--- src/rtl/palette_fader_if.sv ---
// Palette host-port bundle between the fader (master) and the palette RAM
// arbiter (slave). hold is raised by the arbiter while the CPU owns the port.
interface palette_fader_if;
    logic [5:0]  pal_addr;
    logic [15:0] pal_rddata;
    logic [15:0] pal_wrdata;
    logic        pal_wren;
    logic        hold;

    modport master (
        output pal_addr,
        output pal_wrdata,
        output pal_wren,
        input  pal_rddata,
        input  hold
    );

    modport slave (
        input  pal_addr,
        input  pal_wrdata,
        input  pal_wren,
        output pal_rddata,
        output hold
    );
endinterface

--- src/rtl/palette_fader.sv ---
// Palette fader: walks a (possibly wrapping) range of 12-bit palette entries
// once per TICK_DIV tick pulses, nudging each channel towards the target by at
// most STEP, until a full pass makes no change.
// Optional feature macro: PALETTE_FADER_IRQ_EN (sticky irq on done, cleared by
// irq_clr; when undefined irq is tied low).
//
// state  | meaning
// IDLE   | waiting for start
// WAIT   | counting tick pulses before the next pass
// RD     | palette entry at index is being read
// WR     | updated entry written back if it changed
// DONE   | one-cycle done pulse, then back to IDLE
module palette_fader #(
    parameter int STEP     = 1,
    parameter int TICK_DIV = 1
) (
    input  logic                   clk,
    input  logic                   reset_n,
    input  logic                   start,
    input  logic                   abort,
    input  logic                   tick,
    input  logic [5:0]             first_idx,
    input  logic [5:0]             last_idx,
    input  logic [11:0]            target,
    palette_fader_if.master        pal,
    output logic                   busy,
    output logic                   done,
    output logic                   irq,
    input  logic                   irq_clr
);

    typedef enum logic [2:0] {S_IDLE, S_WAIT, S_RD, S_WR, S_DONE} state_t;

    localparam logic [3:0] STEP_V   = 4'(STEP);
    localparam logic [7:0] TICK_TOP = 8'(TICK_DIV - 1);

    state_t      state, state_nxt;
    logic [5:0]  index;
    logic [7:0]  tick_cnt;
    logic        changed;
    logic [11:0] cur;
    logic [5:0]  first_q;
    logic [5:0]  last_q;
    logic [11:0] tgt_q;
    logic [11:0] new_col;
    logic        wr_hit;
    logic        tick_last;

    // Move one 4-bit channel towards its target by at most STEP; never wraps.
    function automatic logic [3:0] chan_next(input logic [3:0] c, input logic [3:0] t);
        logic [3:0] d;
        logic [3:0] r;
        r = c;
        if (c < t) begin
            d = t - c;
            r = c + ((d < STEP_V) ? d : STEP_V);
        end else if (c > t) begin
            d = c - t;
            r = c - ((d < STEP_V) ? d : STEP_V);
        end
        return r;
    endfunction

    assign new_col   = {chan_next(cur[11:8], tgt_q[11:8]),
                        chan_next(cur[7:4],  tgt_q[7:4]),
                        chan_next(cur[3:0],  tgt_q[3:0])};
    assign wr_hit    = (new_col != cur);
    assign tick_last = (tick_cnt == TICK_TOP);

    // State register.
    always_ff @(posedge clk) begin
        if (!reset_n) state <= S_IDLE;
        else          state <= state_nxt;
    end

    // Next-state logic; abort overrides everything, hold freezes RD/WR.
    always_comb begin
        state_nxt = state;
        if (abort) begin
            state_nxt = S_IDLE;
        end else begin
            case (state)
                S_IDLE: if (start) state_nxt = S_WAIT;
                S_WAIT: if (tick && tick_last) state_nxt = S_RD;
                S_RD:   if (!pal.hold) state_nxt = S_WR;
                S_WR: begin
                    if (!pal.hold) begin
                        if (index == last_q) state_nxt = (changed || wr_hit) ? S_WAIT : S_DONE;
                        else                 state_nxt = S_RD;
                    end
                end
                S_DONE:  state_nxt = S_IDLE;
                default: state_nxt = S_IDLE;
            endcase
        end
    end

    // Datapath: range/target latch, tick counter, entry index and read capture.
    always_ff @(posedge clk) begin
        if (!reset_n) begin
            index    <= '0;
            tick_cnt <= '0;
            changed  <= 1'b0;
            cur      <= '0;
            first_q  <= '0;
            last_q   <= '0;
            tgt_q    <= '0;
        end else if (!abort) begin
            case (state)
                S_IDLE: begin
                    if (start) begin
                        first_q  <= first_idx;
                        last_q   <= last_idx;
                        tgt_q    <= target;
                        index    <= first_idx;
                        changed  <= 1'b0;
                        tick_cnt <= '0;
                    end
                end
                S_WAIT: begin
                    if (tick) begin
                        if (tick_last) begin
                            tick_cnt <= '0;
                            index    <= first_q;
                            changed  <= 1'b0;
                        end else begin
                            tick_cnt <= tick_cnt + 8'd1;
                        end
                    end
                end
                S_RD: begin
                    if (!pal.hold) cur <= pal.pal_rddata[11:0];
                end
                S_WR: begin
                    if (!pal.hold) begin
                        changed <= changed | wr_hit;
                        if (index != last_q) index <= index + 6'd1;
                    end
                end
                default: ;
            endcase
        end
    end

    // Outputs; everything is forced quiet while reset_n is low.
    always_comb begin
        pal.pal_addr   = '0;
        pal.pal_wrdata = '0;
        pal.pal_wren   = 1'b0;
        busy           = 1'b0;
        done           = 1'b0;
        if (reset_n) begin
            case (state)
                S_WAIT: busy = 1'b1;
                S_RD: begin
                    busy         = 1'b1;
                    pal.pal_addr = index;
                end
                S_WR: begin
                    busy         = 1'b1;
                    pal.pal_addr = index;
                    if (wr_hit && !pal.hold && !abort) begin
                        pal.pal_wren   = 1'b1;
                        pal.pal_wrdata = {4'h0, new_col};
                    end
                end
                S_DONE:  done = !abort;
                default: ;
            endcase
        end
    end

    logic unused_rd_hi;
    assign unused_rd_hi = ^pal.pal_rddata[15:12];

`ifdef PALETTE_FADER_IRQ_EN
    logic irq_q;

    // Sticky interrupt: a done pulse beats a simultaneous clear.
    always_ff @(posedge clk) begin
        if (!reset_n)     irq_q <= 1'b0;
        else if (done)    irq_q <= 1'b1;
        else if (irq_clr) irq_q <= 1'b0;
    end

    assign irq = irq_q;
`else
    logic unused_irq_clr;
    assign unused_irq_clr = irq_clr;
    assign irq = 1'b0;
`endif

endmodule

--- src/flat_wrapper.sv ---
// flat-port wrapper written by rule: the top's interface ports become plain ports
module palette_fader_flat 
#(
    parameter int STEP     = 1,
    parameter int TICK_DIV = 1
)
  (clk, reset_n, start, abort, tick, first_idx, last_idx, target, busy, done, irq, irq_clr, pal_pal_addr, pal_pal_wrdata, pal_pal_wren, pal_pal_rddata, pal_hold);
  palette_fader_if pal_i ();
  input  logic clk;
  input  logic reset_n;
  input  logic start;
  input  logic abort;
  input  logic tick;
  input  logic [5:0] first_idx;
  input  logic [5:0] last_idx;
  input  logic [11:0] target;
  output logic busy;
  output logic done;
  output logic irq;
  input  logic irq_clr;
  output wire logic [$bits(pal_i.pal_addr)-1:0] pal_pal_addr;
  output wire logic [$bits(pal_i.pal_wrdata)-1:0] pal_pal_wrdata;
  output wire logic [$bits(pal_i.pal_wren)-1:0] pal_pal_wren;
  input wire logic [$bits(pal_i.pal_rddata)-1:0] pal_pal_rddata;
  input wire logic [$bits(pal_i.hold)-1:0] pal_hold;
  assign pal_pal_addr = pal_i.pal_addr;
  assign pal_pal_wrdata = pal_i.pal_wrdata;
  assign pal_pal_wren = pal_i.pal_wren;
  assign pal_i.pal_rddata = pal_pal_rddata;
  assign pal_i.hold = pal_hold;
  palette_fader #(.STEP(STEP), .TICK_DIV(TICK_DIV)) u_core (.clk(clk), .reset_n(reset_n), .start(start), .abort(abort), .tick(tick), .first_idx(first_idx), .last_idx(last_idx), .target(target), .pal(pal_i), .busy(busy), .done(done), .irq(irq), .irq_clr(irq_clr));
endmodule
--- config.mk ---
export PLATFORM = sky130hd
export DESIGN_NAME = palette_fader_flat
export DESIGN_NICKNAME = d
export VERILOG_FILES = /design/src/rtl/palette_fader_if.sv /design/src/rtl/palette_fader.sv /design/src/flat_wrapper.sv
export SDC_FILE = /design/constraint.sdc
export NUM_CORES = 1
export LEC_CHECK = 0
export CAP_MARGIN = 20
export CORE_ASPECT_RATIO = 1.2
export CORE_UTILIZATION = 47
export DETAILED_ROUTE_END_ITERATION = 7
export GPL_TIMING_DRIVEN = 0
export PLACE_DENSITY_LB_ADDON = 0.3
export SLEW_MARGIN = 10
export SYNTH_ARGS = -nofsm -noshare
export SYNTH_HDL_FRONTEND = slang
export SYNTH_SLANG_ARGS = --single-unit
--- constraint.sdc ---
create_clock -name clk -period 4.6 [get_ports clk]
set_clock_uncertainty 0.05 [all_clocks]
set_input_delay 1.15 -clock clk [delete_from_list [all_inputs] [get_ports clk]]
set_output_delay 1.15 -clock clk [all_outputs]
set_load 0.1 [all_outputs]
Word level (Yosys, flattened, before mapping)
Cells that the tools add are included.
{ "classes": {"addsub": 14, "magnitude_cmp": 12, "n_eq_ne": 14, "n_mux": 46, "n_bitwise": 4, "n_reduce_logical": 19} }
{ "ops": {"columns": ["cell", "count"], "rows": [
  ["$mux 4", 12],
  ["$mux 6", 7],
  ["$sub 4x4->4", 9],
  ["$mux 16", 2],
  ["$lt 4x1->1 const B", 6],
  ["$mux 8", 3],
  ["$mux 3", 6],
  ["$pmux 6 s3", 1],
  ["$pmux 8 s2", 1],
  ["$add 4x4->4", 3],
  ["$gt 4x4->1", 3],
  ["$lt 4x4->1", 3],
  ["$mux 12", 1],
  ["$ne 12x12->1", 1],
  ["$pmux 3 s4", 1],
  ["$mux 1", 11],
  ["$add 8x1->8 const B", 1],
  ["$logic_not 8->1", 1],
  ["$ne 2x2->1 const B", 4],
  ["$reduce_and 4->1", 2],
  ["$reduce_and 7->1", 1],
  ["$add 6x1->6 const B", 1],
  ["$eq 3x2->1 const B", 2],
  ["$eq 6x6->1", 1],
  ["17 further kinds", 26]
]} }
{ "totals": {"register_bits": 54, "in_bits": 47, "out_inout_bits": 26, "wordCells": 117} }

Depth between registers and ports, before layout
{ "logic_depth": {"word_depth": 12, "mapped_depth": 18, "ltp_nobuf": 17} }

Worst setup path before layout
OpenSTA, ideal clock, no wires.
{ "synth_path": {"path_kind": "register to output", "startpoint": "reg u_core.cur[1]", "endpoint": "out pal_pal_wrdata[5]", "arrival_ps": 5090, "t_required_ps": 3400, "slack_ps": -1690, "path_stages_with_launch": 16, "path_buffers": 0, "path_cell_list": "dfxtp_1 -> ha_1 -> a21o_1 -> a21oi_1 -> xor2_1 -> nand4_1 -> ha_1 -> inv_1 -> fa_1 -> xor2_1 -> nand2b_1 -> nand2b_1 -> a32o_1 -> o2111ai_2 -> o31ai_2 -> a211oi_1"} }
{ "synth_via": {"elab_chain_cells": 12, "word_cells_on_any_way": 18, "cone_classes": "add/sub (4); order compare (4); eq/ne (1); mux (7); reduce/logical (2)"} }
{ "synth_rtl": {"columns": ["item", "line", "text"], "rows": [
  ["start, declared", "palette_fader.sv:41", "logic [11:0] cur;"],
  ["start signal, assigned", "palette_fader.sv:132", "if (!pal.hold) cur <= pal.pal_rddata[11:0];"],
  ["$sub 4x4->4", "palette_fader.sv:58", "d = c - t;"],
  ["$lt 4x1->1", "palette_fader.sv:59", "r = c - ((d < STEP_V) ? d : STEP_V);"],
  ["$mux 4", "palette_fader.sv:59", null],
  ["$sub 4x4->4", "palette_fader.sv:59", null],
  ["$mux 4", "palette_fader.sv:57", "end else if (c > t) begin"],
  ["$mux 4", "palette_fader.sv:54", "if (c < t) begin"],
  ["$ne 12x12->1 *", "palette_fader.sv:67", "assign wr_hit = (new_col != cur);"],
  ["$logic_and 1x1->1 * (2 in series)", "palette_fader.sv:162", "if (wr_hit && !pal.hold && !abort) begin"],
  ["$mux 12 *", "palette_fader.sv:162", null],
  ["$mux 16 *", "palette_fader.sv:153", "case (state)"],
  ["$mux 16 *", "palette_fader.sv:152", "if (reset_n) begin"],
  ["end, declared", "flat_wrapper.sv:22", "output wire logic [$bits(pal_i.pal_wrdata)-1:0] pal_pal_wrdata;"]
]} }
Mark *: on every way between the ends. The rest lies on a longest branch, timed or not.

Worst setup path after layout
{ "layout_path": {"startpoint": "reg u_core.tgt_q[5]", "endpoint": "out pal_pal_wren"} }
{ "layout_via": {"elab_chain_cells": 12, "word_cells_on_any_way": 18, "cone_classes": "add/sub (4); order compare (4); eq/ne (1); mux (7); reduce/logical (2)"} }
{ "layout_rtl": {"columns": ["item", "line", "text"], "rows": [
  ["start, declared", "palette_fader.sv:44", "logic [11:0] tgt_q;"],
  ["start signal, assigned", "palette_fader.sv:114", "tgt_q <= target;"],
  ["$sub 4x4->4", "palette_fader.sv:58", null],
  ["$lt 4x1->1", "palette_fader.sv:59", null],
  ["$mux 4", "palette_fader.sv:59", null],
  ["$sub 4x4->4", "palette_fader.sv:59", null],
  ["$mux 4", "palette_fader.sv:57", null],
  ["$mux 4 *", "palette_fader.sv:54", null],
  ["$ne 12x12->1 *", "palette_fader.sv:67", null],
  ["$logic_and 1x1->1 * (2 in series)", "palette_fader.sv:162", null],
  ["$mux 1 *", "palette_fader.sv:162", null],
  ["$mux 1 *", "palette_fader.sv:153", null],
  ["$mux 1 *", "palette_fader.sv:152", null],
  ["end, declared", "flat_wrapper.sv:23", "output wire logic [$bits(pal_i.pal_wren)-1:0] pal_pal_wren;"]
]} }
Marked as above.

==> key figures <==
STA
  • Fin. Hold Viols: 0
  • Final Max Slew Viols: 0
  • Worst-Margin Slew: approximately 1 ns
  • Worst rel slew slack: 31.34%
  • Minimum clock period: ~5.2 ns
  • RSZ-0062 raised after global routing: yes
  • Final setup TNS: -6.873 ns
  • Period utilization: 112.6%
  • Setup WS post-layout: -0.5797 ns
  • Max frequency: just under 0.2 GHz
  • Final Setup Violations: 13

Layout
  • P&R area growth vs syn: 38.86%
  • Core Util, Final: 68.41%
  • Share of cells above drive strength 1: roughly 21%
  • # diodes: 0
  • Final nets: between 700 and 800

Drt
  • Initial DRC count: between 100 and 150
  • Residual DRC: 0
  • Drt first pass iters: 4
  • Vias per std cell: ~5.2
  • Vias: 4178
  • Final wirelength: ~11000 um
  • Final ANT Viol Nets: 0
  • Drt wl/cell: between 10 and 15 um

Power
  • Combinational cell fraction of total power: around a third
  • Reg power frac: approximately 37%
  • Final Power: around 0.0013 W
  • Internal power: between 0.0009 and 0.001 W
  • Clock power share: 29.2%
  • Leak Pwr: approximately 2.5 nW
  • P_sw: 0.0004139 W
  • Pwr/cell area: around 210 nW/um2
  • VDD IR max: roughly 0.16 mV
  • Switching Share: a little over 30%

Global routing
  • GRT Residual Overflow: 0
  • GR peak layer: met2
  • M1 GR Usage: around 27%
  • Met3 Use GR: around 2.1%
  • Initial antenna violation count: 0
  • Largest net degree at the start of global routing: 17
  • Met2 Track Usage GR: a little over two fifths
  • Number of global-route vias before repair: slightly above 4000
  • GRT Total Usage: a little under a quarter
  • First-pass GRT wire length: 18540 um

Yosys
  • Synthesized cell area: between 4000 and 5000 um2
  • Register bit total from synthesis: 54
  • Area share of the largest cell type after synthesis: between 20% and 30%
  • Largest cells by area after synthesis: dfxtp_1 (24%), ha_1 (12%), nand2_1 (5.8%)
  • EDFF count, synth: 0
  • Synth Area per Inst: 8.160 um2
  • Syn. warnings: 0
  • Top FF cell, synth: dfxtp_1
  • Async set or reset register ratio after synthesis: 0%
  • Cell taking the most area after synthesis: dfxtp_1
  • Netlist cell types: between 50 and 60
  • Seq/Total Area, Yosys: about a quarter
  • Post-Synthesis Cells: approximately 550

Die
  • Core area: around 9000 um2
  • Die area: approximately 10000 um2
  • Die Wd: 91.53 um
  • FP Rows: 38
  • DIE HEIGHT: around 110 um
  • Ports: between 70 and 80
  • Initial Util: 49.26%

Clocking
  • H-tree depth: 2
  • Clk Latency, worst-skew pair: around 0.31 ns
  • Root Buffer: clkbuf_8
  • # hold bufs at CTS: 0
  • TritonCTS Buffers: 5
  • Max Buffers Root-to-Sink: 2
  • CTS tree: done
  • Clock Sinks: 54
  • Clock transition at path regs: ~0.10 ns

Critical path
  • CP Class: register to output pin
  • Crit path DAT: 3.98 ns
  • CP endpoint kind: output pin
  • Req. time, crit path: 3.40 ns
  • Worst Setup Start Kind: register
  • Largest fanout on the critical path: 5

Run status
  • Outcome: finished, violations left
  • Failing checks: negative setup slack

Job
  • MaxCap Viol Count: 0

Placed design
  • DP HPWL: between 8000 and 9000 um
  • Placer Congestion: 0.8685
  • I/O Buffers: 62

Worst hold path
  • Hold crit path type: register to register
worst max-delay path, cell delays in order (launching register included):
cell and delay [ns]:
dfxtp_4 0.38, inv_4 0.04, ha_4 0.22, a21o_1 0.17
a21oi_2 0.12, xor2_1 0.17, nand4_1 0.14, ha_2 0.21
inv_2 0.06, fa_2 0.44, nor2b_1 0.15, o21ai_1 0.14
mux2i_1 0.11, nor4_2 0.24, nand4_1 0.23, o31ai_4 0.27
buf_6 0.17, buf_12 0.15, clkinvlp_4 0.10, buf_12 0.17
what timing repair did:
item | CTS | global route
resized for setup | 144 | 7
pin swaps | 18 | 12
buffers inserted | 24 | 6
gates cloned | 1 | 0
setup endpoints to repair | 19 | 14
synthesized netlist by cell type, drive strengths merged (2+ instances only):
master,count
xor2,27
inv,40
nor4,3
clkbuf,15
o211ai,3
mux2i,26
nor2b,26
fa,12
nand3,10
o211a,2
o31ai,4
a311oi,2
xnor2,13
a21oi,27
a22oi,3
and3,11
a211oi,5
a21boi,27
nand2,70
conb,2
nor2,48
nand2b,9
nor3,5
a21o,9
a31oi,2
nand4,12
nor3b,2
dfxtp,54
buf,11
o21ai,14
ha,42
o21a,3
cell usage in the layout, fill, tap and decap left out, types with 9 or more instances in the layout:
master,n
clkdlybuf4s50_1,42
nand3_1,10
ha_1,30
inv_1,32
conb_1,23
nor2_1,41
xor2_1,25
nor2b_1,25
dfxtp_1,39
buf_12,14
a21o_1,9
a21oi_1,18
xnor2_1,11
mux2i_1,26
o21ai_0,10
dfxtp_4,10
nand4_1,11
and3_1,11
buf_4,33
clkbuf_1,15
a21boi_0,27
nand2_1,70
power by group through the flow:
stage | Combinational (W) | Clock [W] | Sequential (W)
after floorplan | 0.000306 | 0 | 0.000501
after global placement | 0.000395 | 0 | 0.000504
after detailed placement | 0.000406 | 0 | 0.000505
after CTS | 0.000436 | 0.000397 | 0.000491
after global routing | 0.000495 | 0.000421 | 0.000494
final | 0.000451 | 0.000388 | 0.000492
metrics by stage:
| stage | cells | hold WS, ns | area, um2 | worst slack, ns |
|---|---|---|---|---|
| final | 797 | 0.4160 | 6277 | -0.5797 |
| after global routing | 797 | 0.4463 | 6277 | -0.7165 |
| after CTS | 791 | 0.4198 | 6202 | -0.5221 |
| after detailed placement | 758 | 0.4068 | 5659 | -1.739 |
| after global placement | 757 | 0.3981 | 5655 | -1.673 |
| after floorplan | 575 | 0.3886 | 4885 | -0.09364 |
worst paths after layout:
kind                            cells past startpoint                 to         startpoint  slack, ns
worst max-delay path                               19       pal_pal_wren    u_core.tgt_q[5]      -0.58
worst min-delay path                                2  u_core.first_q[3]  u_core.first_q[3]       0.42
worst max register to register                     16    u_core.state[2]    u_core.tgt_q[9]       0.84
worst min register to register                      2  u_core.first_q[3]  u_core.first_q[3]       0.42
cell type report:
type | instances | area [um2]
repair buffers | 94 | 1010
clock inverters | 2 | 60.06
fillers | 715 | 2899
inverters | 40 | 161.4
flip-flops and latches | 54 | 1125
clock buffers | 6 | 82.58
plain buffers | 26 | 145.1
multi-input cells | 455 | 3543
well taps | 120 | 150.1
layer usage:
layer	share of wire [%]	wire, um
met1	43	4741
met2	53	5881
met3	2.5	284
met4	2.2	245
met5	0	0
state kept, by name, summed over array words and instances (netlist names):
name / flops
u_core.index: 6
u_core.first_q: 6
u_core.cur: 12
u_core.last_q: 6
u_core.changed: 1
u_core.tgt_q: 12
u_core.tick_cnt: 8
u_core.state: 3
logic make-up after synthesis:
logic type,Yosys count,share of synthesized area [%]
AO/OA/AOI/OAI,108,16.66
XOR/XNOR,40,7.750
adder cells (fa/ha/maj),54,16.94
buffers and inverters,66,6.227
flip-flops,54,23.91
multiplexers,27,6.089
other,2,0.1661
AND/OR/NAND/NOR,203,22.25
Note: power is estimated with default switching activity, not from simulation.
